===== config.mk =====
export PLATFORM = sky130hd
export DESIGN_NAME = skid_fifo
export DESIGN_NICKNAME = d
export VERILOG_FILES = /design/src/rtl/skid_pkg.sv /design/src/rtl/skid_ring_store.sv /design/src/rtl/skid_fifo.sv
export SDC_FILE = /design/constraint.sdc
export NUM_CORES = 1
export LEC_CHECK = 0
export ABC_AREA = 1
export CORE_ASPECT_RATIO = 0.6
export CORE_MARGIN = 4
export CORE_UTILIZATION = 48
export CTS_CLUSTER_DIAMETER = 30
export DETAILED_ROUTE_END_ITERATION = 10
export PLACE_DENSITY = 0.79
export RECOVER_POWER = 50
export SYNTH_ARGS = -nofsm -noshare
export SYNTH_HDL_FRONTEND = slang
export SYNTH_SLANG_ARGS = --single-unit

===== constraint.sdc =====
create_clock -name clk -period 1.9 [get_ports clk]
set_input_delay 0.38 -clock clk [delete_from_list [all_inputs] [get_ports clk]]
set_output_delay 0.38 -clock clk [all_outputs]
set_load 0.02 [all_outputs]

===== src/rtl/skid_pkg.sv =====
// Shared types and sizing helpers for the skid FIFO and its ring store.
package skid_pkg;

  typedef enum logic [1:0] {
    EMPTY,
    PARTIAL,
    FULL
  } skid_occ_t;

  function automatic int unsigned count_width(input int unsigned depth);
    return $clog2(depth + 1);
  endfunction

  function automatic int unsigned ptr_width(input int unsigned entries);
    return (entries > 1) ? $clog2(entries) : 1;
  endfunction

endpackage


===== src/rtl/skid_ring_store.sv =====
// Circular register array behind the output register; pointers wrap at ENTRIES.
module skid_ring_store
  import skid_pkg::*;
#(
  parameter int unsigned WORD_WIDTH = 8,
  parameter int unsigned ENTRIES    = 3
) (
  input  logic                  clk,
  input  logic                  reset,
  input  logic                  clear,
  input  logic                  wr_en,
  input  logic [WORD_WIDTH-1:0] wr_data,
  input  logic                  rd_adv,
  output logic [WORD_WIDTH-1:0] rd_data
);

  localparam int unsigned PW = ptr_width(ENTRIES);

  logic [WORD_WIDTH-1:0] mem [ENTRIES];
  logic [PW-1:0]         head;
  logic [PW-1:0]         tail;

  function automatic logic [PW-1:0] next_ptr(input logic [PW-1:0] p);
    return (p == PW'(ENTRIES - 1)) ? '0 : p + PW'(1);
  endfunction

  // Only the pointers are reset; stale array contents are never read.
  always_ff @(posedge clk) begin
    if (reset || clear) begin
      head <= '0;
      tail <= '0;
    end else begin
      if (wr_en)  tail <= next_ptr(tail);
      if (rd_adv) head <= next_ptr(head);
    end
  end

  always_ff @(posedge clk) begin
    if (wr_en) mem[tail] <= wr_data;
  end

  assign rd_data = mem[head];

endmodule


===== src/rtl/skid_fifo.sv =====
// Elastic valid/ready buffer of DEPTH words with fully registered handshake
// outputs; the output register is the head slot, the ring holds the rest.
module skid_fifo
  import skid_pkg::*;
#(
  parameter int unsigned WORD_WIDTH  = 8,
  parameter int unsigned DEPTH       = 4,
  parameter int unsigned ALMOST_FULL = DEPTH - 1,
  localparam int unsigned CW         = count_width(DEPTH)
) (
  input  logic                  clk,
  input  logic                  reset,
  input  logic                  i_valid,
  output logic                  i_ready,
  input  logic [WORD_WIDTH-1:0] i_data,
  output logic                  o_valid,
  input  logic                  o_ready,
  output logic [WORD_WIDTH-1:0] o_data,
  input  logic                  flush,
  output logic [CW-1:0]         count,
  output logic                  almost_full
);

  logic                  insert;
  logic                  remove;
  logic                  ring_has;
  logic                  out_free;
  logic                  load_ring;
  logic                  load_in;
  logic                  ring_wr;
  logic [CW-1:0]         count_next;
  logic [WORD_WIDTH-1:0] ring_data;

  // Output register is occupied whenever count is non-zero, so the ring
  // holds count-1 words and is non-empty from count 2 upward.
  always_comb begin
    insert     = i_valid & i_ready;
    remove     = o_valid & o_ready;
    ring_has   = (count >= CW'(2));
    out_free   = ~o_valid | remove;
    load_ring  = 1'b0;
    load_in    = 1'b0;
    ring_wr    = 1'b0;
    count_next = count + CW'(insert) - CW'(remove);
    if (flush) begin
      count_next = '0;
    end else begin
      load_ring = out_free & ring_has;
      load_in   = out_free & ~ring_has & insert;
      ring_wr   = insert & (ring_has | ~out_free);
    end
  end

  skid_ring_store #(
    .WORD_WIDTH (WORD_WIDTH),
    .ENTRIES    (DEPTH - 1)
  ) u_ring (
    .clk     (clk),
    .reset   (reset),
    .clear   (flush),
    .wr_en   (ring_wr),
    .wr_data (i_data),
    .rd_adv  (load_ring),
    .rd_data (ring_data)
  );

  always_ff @(posedge clk) begin
    if (reset) begin
      i_ready     <= 1'b1;
      o_valid     <= 1'b0;
      o_data      <= '0;
      count       <= '0;
      almost_full <= 1'b0;
    end else begin
      count       <= count_next;
      i_ready     <= (count_next < CW'(DEPTH));
      o_valid     <= (count_next != '0);
      almost_full <= (count_next >= CW'(ALMOST_FULL));
      if (load_ring)    o_data <= ring_data;
      else if (load_in) o_data <= i_data;
    end
  end

`ifdef FORMAL
  skid_occ_t occ;
  assign occ = (count == '0) ? EMPTY : (count == CW'(DEPTH)) ? FULL : PARTIAL;

  assume property (@(posedge clk) disable iff (reset)
    (i_valid && !i_ready && !flush) |=> (i_valid && $stable(i_data)));

  a_out_stable: assert property (@(posedge clk) disable iff (reset)
    (o_valid && !o_ready && !flush) |=> (o_valid && $stable(o_data)));
  a_count_max: assert property (@(posedge clk) disable iff (reset)
    count <= CW'(DEPTH));
  a_ready_cnt: assert property (@(posedge clk) disable iff (reset)
    i_ready == (count < CW'(DEPTH)));
  a_full_exit: assert property (@(posedge clk) disable iff (reset)
    (occ == FULL && !flush) |=> (occ != EMPTY));

  // Order check: the first all-ones word in must be the tag_seq-th word out.
  localparam logic [WORD_WIDTH-1:0] TAG = '1;
  logic [31:0] in_seq, out_seq, tag_seq;
  logic        tag_armed;
  always_ff @(posedge clk) begin
    if (reset || flush) begin
      in_seq <= '0; out_seq <= '0; tag_seq <= '0; tag_armed <= 1'b0;
    end else begin
      if (insert) in_seq <= in_seq + 32'd1;
      if (remove) out_seq <= out_seq + 32'd1;
      if (insert && i_data == TAG && !tag_armed) begin
        tag_armed <= 1'b1;
        tag_seq   <= in_seq;
      end else if (remove && tag_armed && out_seq == tag_seq) begin
        tag_armed <= 1'b0;
      end
    end
  end
  a_order: assert property (@(posedge clk) disable iff (reset || flush)
    (remove && tag_armed && out_seq == tag_seq) |-> (o_data == TAG));
`endif

endmodule


After elaboration in Yosys (flattened, before gate mapping)
Memories as Yosys holds them, arrays and structs flattened. A register that Yosys moved wholly into a read port is not among the register bits.
Cells that the tools add are included.
{ "totals": {"ram_bits": 24, "mem_bits_ro": 0, "output_inout_bits": 14, "wordCells": 43, "latchBits": 0, "n_memories": 1, "regBits": 18, "input_bits": 13} }
{ "memory_table": {"columns": ["name", "depth", "width", "rd", "rd_ports_with_merged_regs", "wr", "line", "source"], "rows": [
  ["u_ring.mem", 3, 8, 1, 1, 1, "skid_ring_store.sv:19", "logic [WORD_WIDTH-1:0] mem [ENTRIES];"]
]} }
{ "op_classes": {"multipliers": 0, "reduce_logical": 3, "div": 0, "n_shift": 0, "eq_ne": 2, "bitwise_logic": 11, "mux": 12, "add_sub_neg": 4, "order_cmp": 3} }
{ "op_table": {"columns": ["operator", "n"], "rows": [
  ["$mux 8", 2],
  ["$mux 2", 4],
  ["$and 1x1->1", 6],
  ["$ge 3x2->1 const B", 2],
  ["$mux 1", 5],
  ["$add 2x1->2 const B", 2],
  ["$eq 2x2->1 const B", 2],
  ["$add 3x1->3", 1],
  ["$lt 3x3->1 const B", 1],
  ["$mux 3", 1],
  ["$not 1->1", 3],
  ["$reduce_bool 3->1", 1],
  ["$sub 3x1->3", 1],
  ["$or 1x1->1", 2],
  ["$reduce_bool 2->1", 1],
  ["$logic_or 1x1->1", 1]
]} }

Depth between registers and ports, before layout
Gate-level depths: netlist of the first run.
{ "depth": {"word_depth": 8, "ltp_mapped": 11, "mapped_depth_nobuf": 11} }

By module
From an unflattened synthesis of the first run, not the netlist that was laid out.
{ "unflattened": {"cells_unflattened": 227, "hier_area_um2": 1930.6} }
{ "modules_own_cells": {"columns": ["mod", "cells_each", "n_inst", "seq_area_each_um2", "area_per_inst_um2"], "rows": [
  ["skid_ring_store", 110, 1, 840.8, 1167.4],
  ["skid_fifo", 117, 1, 280.3, 763.2]
]} }

Worst setup path before layout of the first run
No wires, ideal clock.
{ "synth_timing": {"path_kind": "flip-flop to flip-flop", "from": "reg count[1]", "to": "mem u_ring.mem[2][0], enable pin", "n_path_buf": 0, "path_slack_ns": -0.034, "synth_period_minus_slack_ns": 1.934, "setup_ns": 0.383, "arrival_ns": 1.551, "required_time_ns": 1.517, "path_stages_with_launch": 6, "path_cell_list": "dfxtp_1 -> inv_1 -> ha_1 -> nand2_1 -> nand2_1 -> nor3_1"} }
{ "synth_via": {"elab_chain_len": 6} }
{ "synth_rtl": {"columns": ["item", "line", "source"], "rows": [
  ["start: declaration", "skid_fifo.sv:20", "output logic [CW-1:0] count,"],
  ["start signal: assignment", "skid_fifo.sv:75", "count <= count_next;"],
  ["$ge 3x2->1", "skid_fifo.sv:39", "ring_has = (count >= CW'(2));"],
  ["$or 1x1->1", "skid_fifo.sv:50", "ring_wr = insert & (ring_has | ~out_free);"],
  ["$and 1x1->1", "skid_fifo.sv:50", null],
  ["$mux 1", "skid_fifo.sv:45", "if (flush) begin"],
  ["$mux 1", "skid_ring_store.sv:39", "if (wr_en) mem[tail] <= wr_data;"],
  ["$mux 1 (not written as such)", "skid_ring_store.sv:39", null],
  ["end: declaration", "skid_ring_store.sv:19", null]
]} }
Every way passes these cells.

Worst setup path in the final report of the first run
{ "layout_timing": {"from": "in o_ready", "to": "reg o_valid"} }
{ "layout_via": {"elab_chain_len": 4} }
{ "layout_rtl": {"columns": ["item", "line", "source"], "rows": [
  ["start: declaration", "skid_fifo.sv:17", "input logic o_ready,"],
  ["$and 1x1->1", "skid_fifo.sv:38", "remove = o_valid & o_ready;"],
  ["$sub 3x1->3", "skid_fifo.sv:44", "count_next = count + CW'(insert) - CW'(remove);"],
  ["$mux 3", "skid_fifo.sv:45", null],
  ["$reduce_bool 3->1", "skid_fifo.sv:77", "o_valid <= (count_next != '0);"],
  ["end signal: assignment", "skid_fifo.sv:77", null],
  ["end: declaration", "skid_fifo.sv:16", "output logic o_valid,"]
]} }
Every way passes these cells.
A chain may end at the register's enable or synchronous reset.

==> impl_metrics.ini, run 1 <==
[run_status]
status = completed

[layout]
finalNonFillerCells = 299
antenna_cells = 0
final_nets = 268
post_route_cells_drive_above_1_share_pct = 13.9
layout_commonest_cell = nand2_1
synthToLayoutAreaGrowth_pct = 24.4
final_cell_mix = nand2_1, inv_1, edfxtp_1

[critical_path]
crit_type = input port to register
arrival_ns = 1.99
start_kind = input port
critPathRequiredTime_ns = 2.09
crit_chain = dlygate4sd2_1, nand2_1, inv_1, ha_1, inv_1, ha_1, inv_1, fa_1, nor2_2, nor2_1, nand2_1
critPathMaxFanout = 3
worst_setup_path_end_kind = register
timing.rr.start = i_ready$_SDFF_PP1_
cpMaxStageDelayCell = fa_1
cpPeakStageDelay_ns = 0.52
ff2ff_path_depth = 9
r2r-end = o_valid$_SDFF_PP0_
rrSetupSlack_ns = 0.11
path_common_cell = inv_1

[grt]
grt_max_degree = 17
use_met1_pct = 24.1
gr-total-overflow = 0
top_usage_layer = met1
antenna_found_initial = 0
use_met3_pct = 4.55
use_met2_pct = 22.8
grt_pass1_vias = 1269
grt_usage_pct = 16.0
grt_first_pass_wirelength_um = 6150

[drt]
dr.pass1.iters = 4
drt-total-wl_um = 3810
drtAntennaViolNets = 0
via_per_inst = 4.77
remaining_drc_errors = 0
drtIter0Drc = 61
wl_per_cell_um = 12.8
vias = 1425

[clock_tree]
htreeDepth = 2
cts_max_path_buffers = 2
cts_buffers = 5
clk_latency_ns = 0.29
cts_tree = yes
root_buffer = clkbuf_8
cts_hold_buf = 0
clk_pin_slew_worst_paths_ns = 0.08
cts_sinks = 44

[pwr]
switchingPower_w = 0.000492
ir_worst_vdd_v = 0.000452
power_w = 0.00192
p_clk_share_pct = 28.7
pwr-share-seq_pct = 55.2
p_sw_share_pct = 25.6
p_int_w = 0.00143
power_density_nw_per_um2 = 808
power_frac_comb_pct = 16.2
leakagePower_nw = 1.06

[yosys]
netlist.area_leader.share_pct = 37.7
netlist_area_um2 = 1910
synth-simple-area-share_pct = 21.3
synth.distinct_cells = 22
ys_top_cells_by_area = edfxtp_1, dfxtp_1, nand2_1
ys_ff_latch = 44
ys_seq_area_share_pct = 58.7
synth_compound_area_share_pct = 6.68
avgSynthCellArea_um2 = 9.10
ys_warn_count = 0
synth.mux.area_fraction_pct = 0
synth_xor_area_share_pct = 0
synth_top_cell_by_area = edfxtp_1
syn_inst = 210
synth_top_family_by_area = simple AND/OR/NAND/NOR gates
syn_nets = 227
synthAdderAreaFrac_pct = 3.01

[min_path]
hp-class = register to register
min_from = u_ring.tail[1]$_SDFFE_PP0P_
hold_depth = 2
holdPathEnd = u_ring.tail[1]$_SDFFE_PP0P_

[floorplan]
coreArea_um2 = 3740
pin_count = 27
die_h_um = 56.9
std_cell_rows = 17
start_util_pct = 51.0
dieArea_um2 = 5090
die_w_um = 89.5

[sta]
final_hold_viol_count = 0
period_share_pct = 95.0
fin_skew_ns = 0.00796
relSlewSlack_pct = 73.5
finalWorstSetupSlack_ns = 0.0957
max_freq_mhz = 554
finalSetupViolCount = 0
tightestPinTransition_ns = 0.397
period_needed_ns = 1.80
drv_slew = 0

[placement]
place_ws_ns = -0.377
dp_hpwl_um = 2730
port_buffers = 26
place_congestion = 0.844
dp.cells = 291

[job]
max_cap_violations = 0
worst max path at each step:
stage	start	to
after floorplan	o_valid$_SDFF_PP0_	o_valid$_SDFF_PP0_
after global placement	o_ready	o_valid$_SDFF_PP0_
after detailed placement	o_ready	o_valid$_SDFF_PP0_
after CTS	o_valid$_SDFF_PP0_	o_valid
after global routing	o_valid$_SDFF_PP0_	o_valid$_SDFF_PP0_
final	o_ready	o_valid$_SDFF_PP0_
power by group through the flow:
stage | logic (W) | clock network (W) | registers, W
2_1_floorplan | 0.000136 | 0 | 0.00111
3_3_place_gp | 0.000313 | 0 | 0.00108
3_5_place_dp | 0.000317 | 0 | 0.00108
4_1_cts | 0.000319 | 0.000564 | 0.00106
5_1_grt | 0.000339 | 0.000603 | 0.00106
6_report | 0.000311 | 0.000550 | 0.00106
routing by layer:
layer	share of wire, %	vias to the layer above
met5	0	-
met4	0	0
met3	5.2	0
met2	45	31
met1	50	662
li1	-	732
state kept, by name (all words and copies together), names as in the netlist, named ones only:
signal       flops
o_data           8
count            3
almost_full      1
i_ready          1
o_valid          1
u_ring.head      2
u_ring.mem      24
u_ring.tail      2
cell families (layout without fill, tap and decap cells):
family | count (synthesis) | after routing
AOI/OAI and AO/OA | 21 | 21
adders and majority gates | 4 | 4
buffers and inverters | 47 | 89
DFF | 44 | 44
and+or+nand+nor | 94 | 94
synth_stat cells:
library cell / instances
dfxtp_1: 20
inv_2: 5
a21oi_2: 6
clkinv_1: 1
edfxtp_1: 24
a21oi_1: 14
nand2_2: 4
buf_4: 1
nor3_1: 1
buf_2: 1
buf_6: 2
inv_1: 37
nand2_4: 1
ha_1: 3
nand2_1: 66
nand3_1: 9
nand3_2: 1
fa_1: 1
o21ai_0: 1
nand4_1: 2
nand3_4: 1
nor2_1: 9
what timing repair did:
action | CTS | global route
cloned | 0 | 0
setup buffers | 0 | 0
setup endpoints to repair | 3 | 2
pin swaps | 1 | 0
resized for setup | 3 | 2
through the flow:
step	cell area, um2	TNS (ns)	util, %	hold slack [ns]
floorplan	1920	0	-	0.445
global placement	2310	-2.20	61.8	0.453
detailed placement	2310	-3.38	61.8	0.476
CTS	2400	0	64.1	0.488
global route	2380	-0.0328	63.5	0.540
finish	2380	0	63.5	0.481
critical path, delay by kind of cell:
kind          cells  cell delay (ns)
buf+inv           4             0.38
simple gates      4             0.30
fa+ha+maj         3             0.92
final cells by class:
class / count / area [um2]
fillers: 323 / 1370
flip-flops and latches: 44 / 1120
multi-input cells: 119 / 582
repair buffers: 38 / 369
inverters: 43 / 161
clock buffers: 5 / 68.8
well taps: 47 / 58.8
clock inverters: 3 / 13.8
Note: power is estimated with default switching activity, not from simulation.
==> run 2, diff against run 1 <==
--- a/config.mk
+++ b/config.mk
@@ -8,10 +8,10 @@
 export ABC_AREA = 1
 export CORE_ASPECT_RATIO = 0.6
 export CORE_MARGIN = 4
-export CORE_UTILIZATION = 48
+export CORE_UTILIZATION = 46
 export CTS_CLUSTER_DIAMETER = 30
 export DETAILED_ROUTE_END_ITERATION = 10
-export PLACE_DENSITY = 0.79
+export PLACE_DENSITY = 0.77
 export RECOVER_POWER = 50
 export SYNTH_ARGS = -nofsm -noshare
 export SYNTH_HDL_FRONTEND = slang
==> impl_metrics.ini, run 2 (same netlist as run 1, synthesis figures left out) <==
[pwr]
power_density_nw_per_um2 = 865
ir_worst_vdd_v = 0.000487
leakagePower_nw = 1.06

[critical_path]
ff2ff_path_depth = 10
path_common_cell = inv_1
worst_setup_path_end_kind = register
crit_type = input port to register
arrival_ns = 1.97
start_kind = input port
cpPeakStageDelay_ns = 0.53
timing.rr.start = o_valid$_SDFF_PP0_
r2r-end = o_valid$_SDFF_PP0_
crit_chain = dlygate4sd2_1, nand2_1, inv_1, ha_1, inv_1, ha_1, inv_1, fa_2, nor2_2, nor2_1, nand2_1
rrSetupSlack_ns = 0.12
critPathMaxFanout = 3
worst_path_dominant_cell_family = adder cells
worst-path-buf-inv = 4
cpMaxStageDelayCell = fa_2
critPathRequiredTime_ns = 2.09

[layout]
synthToLayoutAreaGrowth_pct = 25.9
final_util_pct = 62.8
largest_reg_flops = 24
nFillCells = 325
layout_commonest_cell = nand2_1
seqCellArea_um2 = 1120
final_cell_mix = nand2_1, inv_1, edfxtp_1
multi_input_area_um2 = 596
finalNonFillerCells = 298
antenna_cells = 0
top_register = u_ring.mem
top_regs = u_ring.mem x24, o_data x8, count x3
final_nets = 267
post_route_cells_drive_above_1_share_pct = 14.3

[grt]
gr-total-overflow = 0
grt_pass1_vias = 1494
antenna_found_initial = 0
grt_first_pass_wirelength_um = 7250
grt_usage_pct = 17.7
grt_max_degree = 17

[drt]
drtIter0Drc = 61
remaining_drc_errors = 0
drt-total-wl_um = 4200
dr.pass1.iters = 4
vias = 1438
wl_per_cell_um = 14.1
via_per_inst = 4.83
drtAntennaViolNets = 0

[floorplan]
std_cell_rows = 17
coreArea_um2 = 3830
die_h_um = 57.9
die_w_um = 91.2
pin_count = 27
start_util_pct = 49.9
dieArea_um2 = 5280

[clock_tree]
cts_tree = yes
cts_setup_buffers = 0
clk_pin_slew_worst_paths_ns = 0.08
cts_hold_buf = 0
cts_buffers = 5
clk_latency_ns = 0.29
cts_max_path_buffers = 2
htreeDepth = 2
cts_sinks = 44
root_buffer = clkbuf_8

[sta]
hold_ws_ns = 0.494
max_freq_mhz = 561
period_needed_ns = 1.78
final_hold_viol_count = 0
tightestPinTransition_ns = 0.379
relSlewSlack_pct = 74.7
fin_skew_ns = 0.00176
period_share_pct = 93.8
rsz0062_at_grt = no
drv_slew = 0
finalSetupViolCount = 0

[job]
max_cap_violations = 0

[placement]
dp_hpwl_um = 3110
dp.cells = 290
place_congestion = 0.804
port_buffers = 26

[min_path]
holdPathEnd = u_ring.tail[1]$_SDFFE_PP0P_
min_from = u_ring.tail[1]$_SDFFE_PP0P_
hold_depth = 2
hp-class = register to register

[run_status]
status = completed
## run 2: area by class of cell
cell class              count  share of cell area [%]
flip-flops and latches     44                    46.6
multi-input cells         119                    24.8
repair buffers             37                    14.4
inverters                  43                    6.71
clock buffers               8                    5.04
well taps                  47                    2.44
## run 2: where the power goes
part	leakage [nW]	internal, W	switching [W]
registers	0.379	0.00104	0.0000207
clock network	0.0627	0.000411	0.000306
logic	0.622	0.000133	0.000172
## run 2: worst max path at each step
stage,startpoint,to,slack [ns],depth (start not counted)
after floorplan,o_valid$_SDFF_PP0_,o_valid$_SDFF_PP0_,0.1,11
after global placement,i_valid,almost_full$_SDFF_PP0_,-0.32,10
after detailed placement,o_ready,almost_full$_SDFF_PP0_,-0.36,12
after CTS,i_ready$_SDFF_PP1_,o_valid$_SDFF_PP0_,0.10,9
after global routing,i_ready$_SDFF_PP1_,o_valid$_SDFF_PP0_,0.05,9
final,o_ready,o_valid$_SDFF_PP0_,0.12,11
## run 2: repair_timing
action,CTS,global route
pin swaps,1,0
gates resized for setup,4,1
gates cloned,0,0
endpoints found under the hold margin,0,0
endpoints found under the setup margin,3,1
## run 2: layer usage
metal / share of wire, % / GRT usage (%) / up-vias / wire (um)
met1: 47 / 25.6 / 650 / 1970
met2: 44 / 27.1 / 50 / 1840
met4: 0.60 / 4.51 / 0 / 25
met5: 0 / 0 / - / 0
met3: 8.5 / 4.02 / 4 / 359
li1: - / - / 734 / -
## run 2: worst min-delay path: cells and delay by family, from the launching register on
kind,cells,cell delay (ns)
flops,1,0.32
simple gates,1,0.07
compound gates,1,0.06
## run 2: stage by stage
step	power (W)	TNS, ns	cell area (um2)	setup WS (ns)
after floorplan	0.00125	0	1920	0.0966
after global placement	0.00139	-1.49	2310	-0.315
after detailed placement	0.00139	-3.25	2310	-0.362
after CTS	0.00210	0	2430	0.103
after global routing	0.00216	0	2410	0.0480
final	0.00208	0	2410	0.118
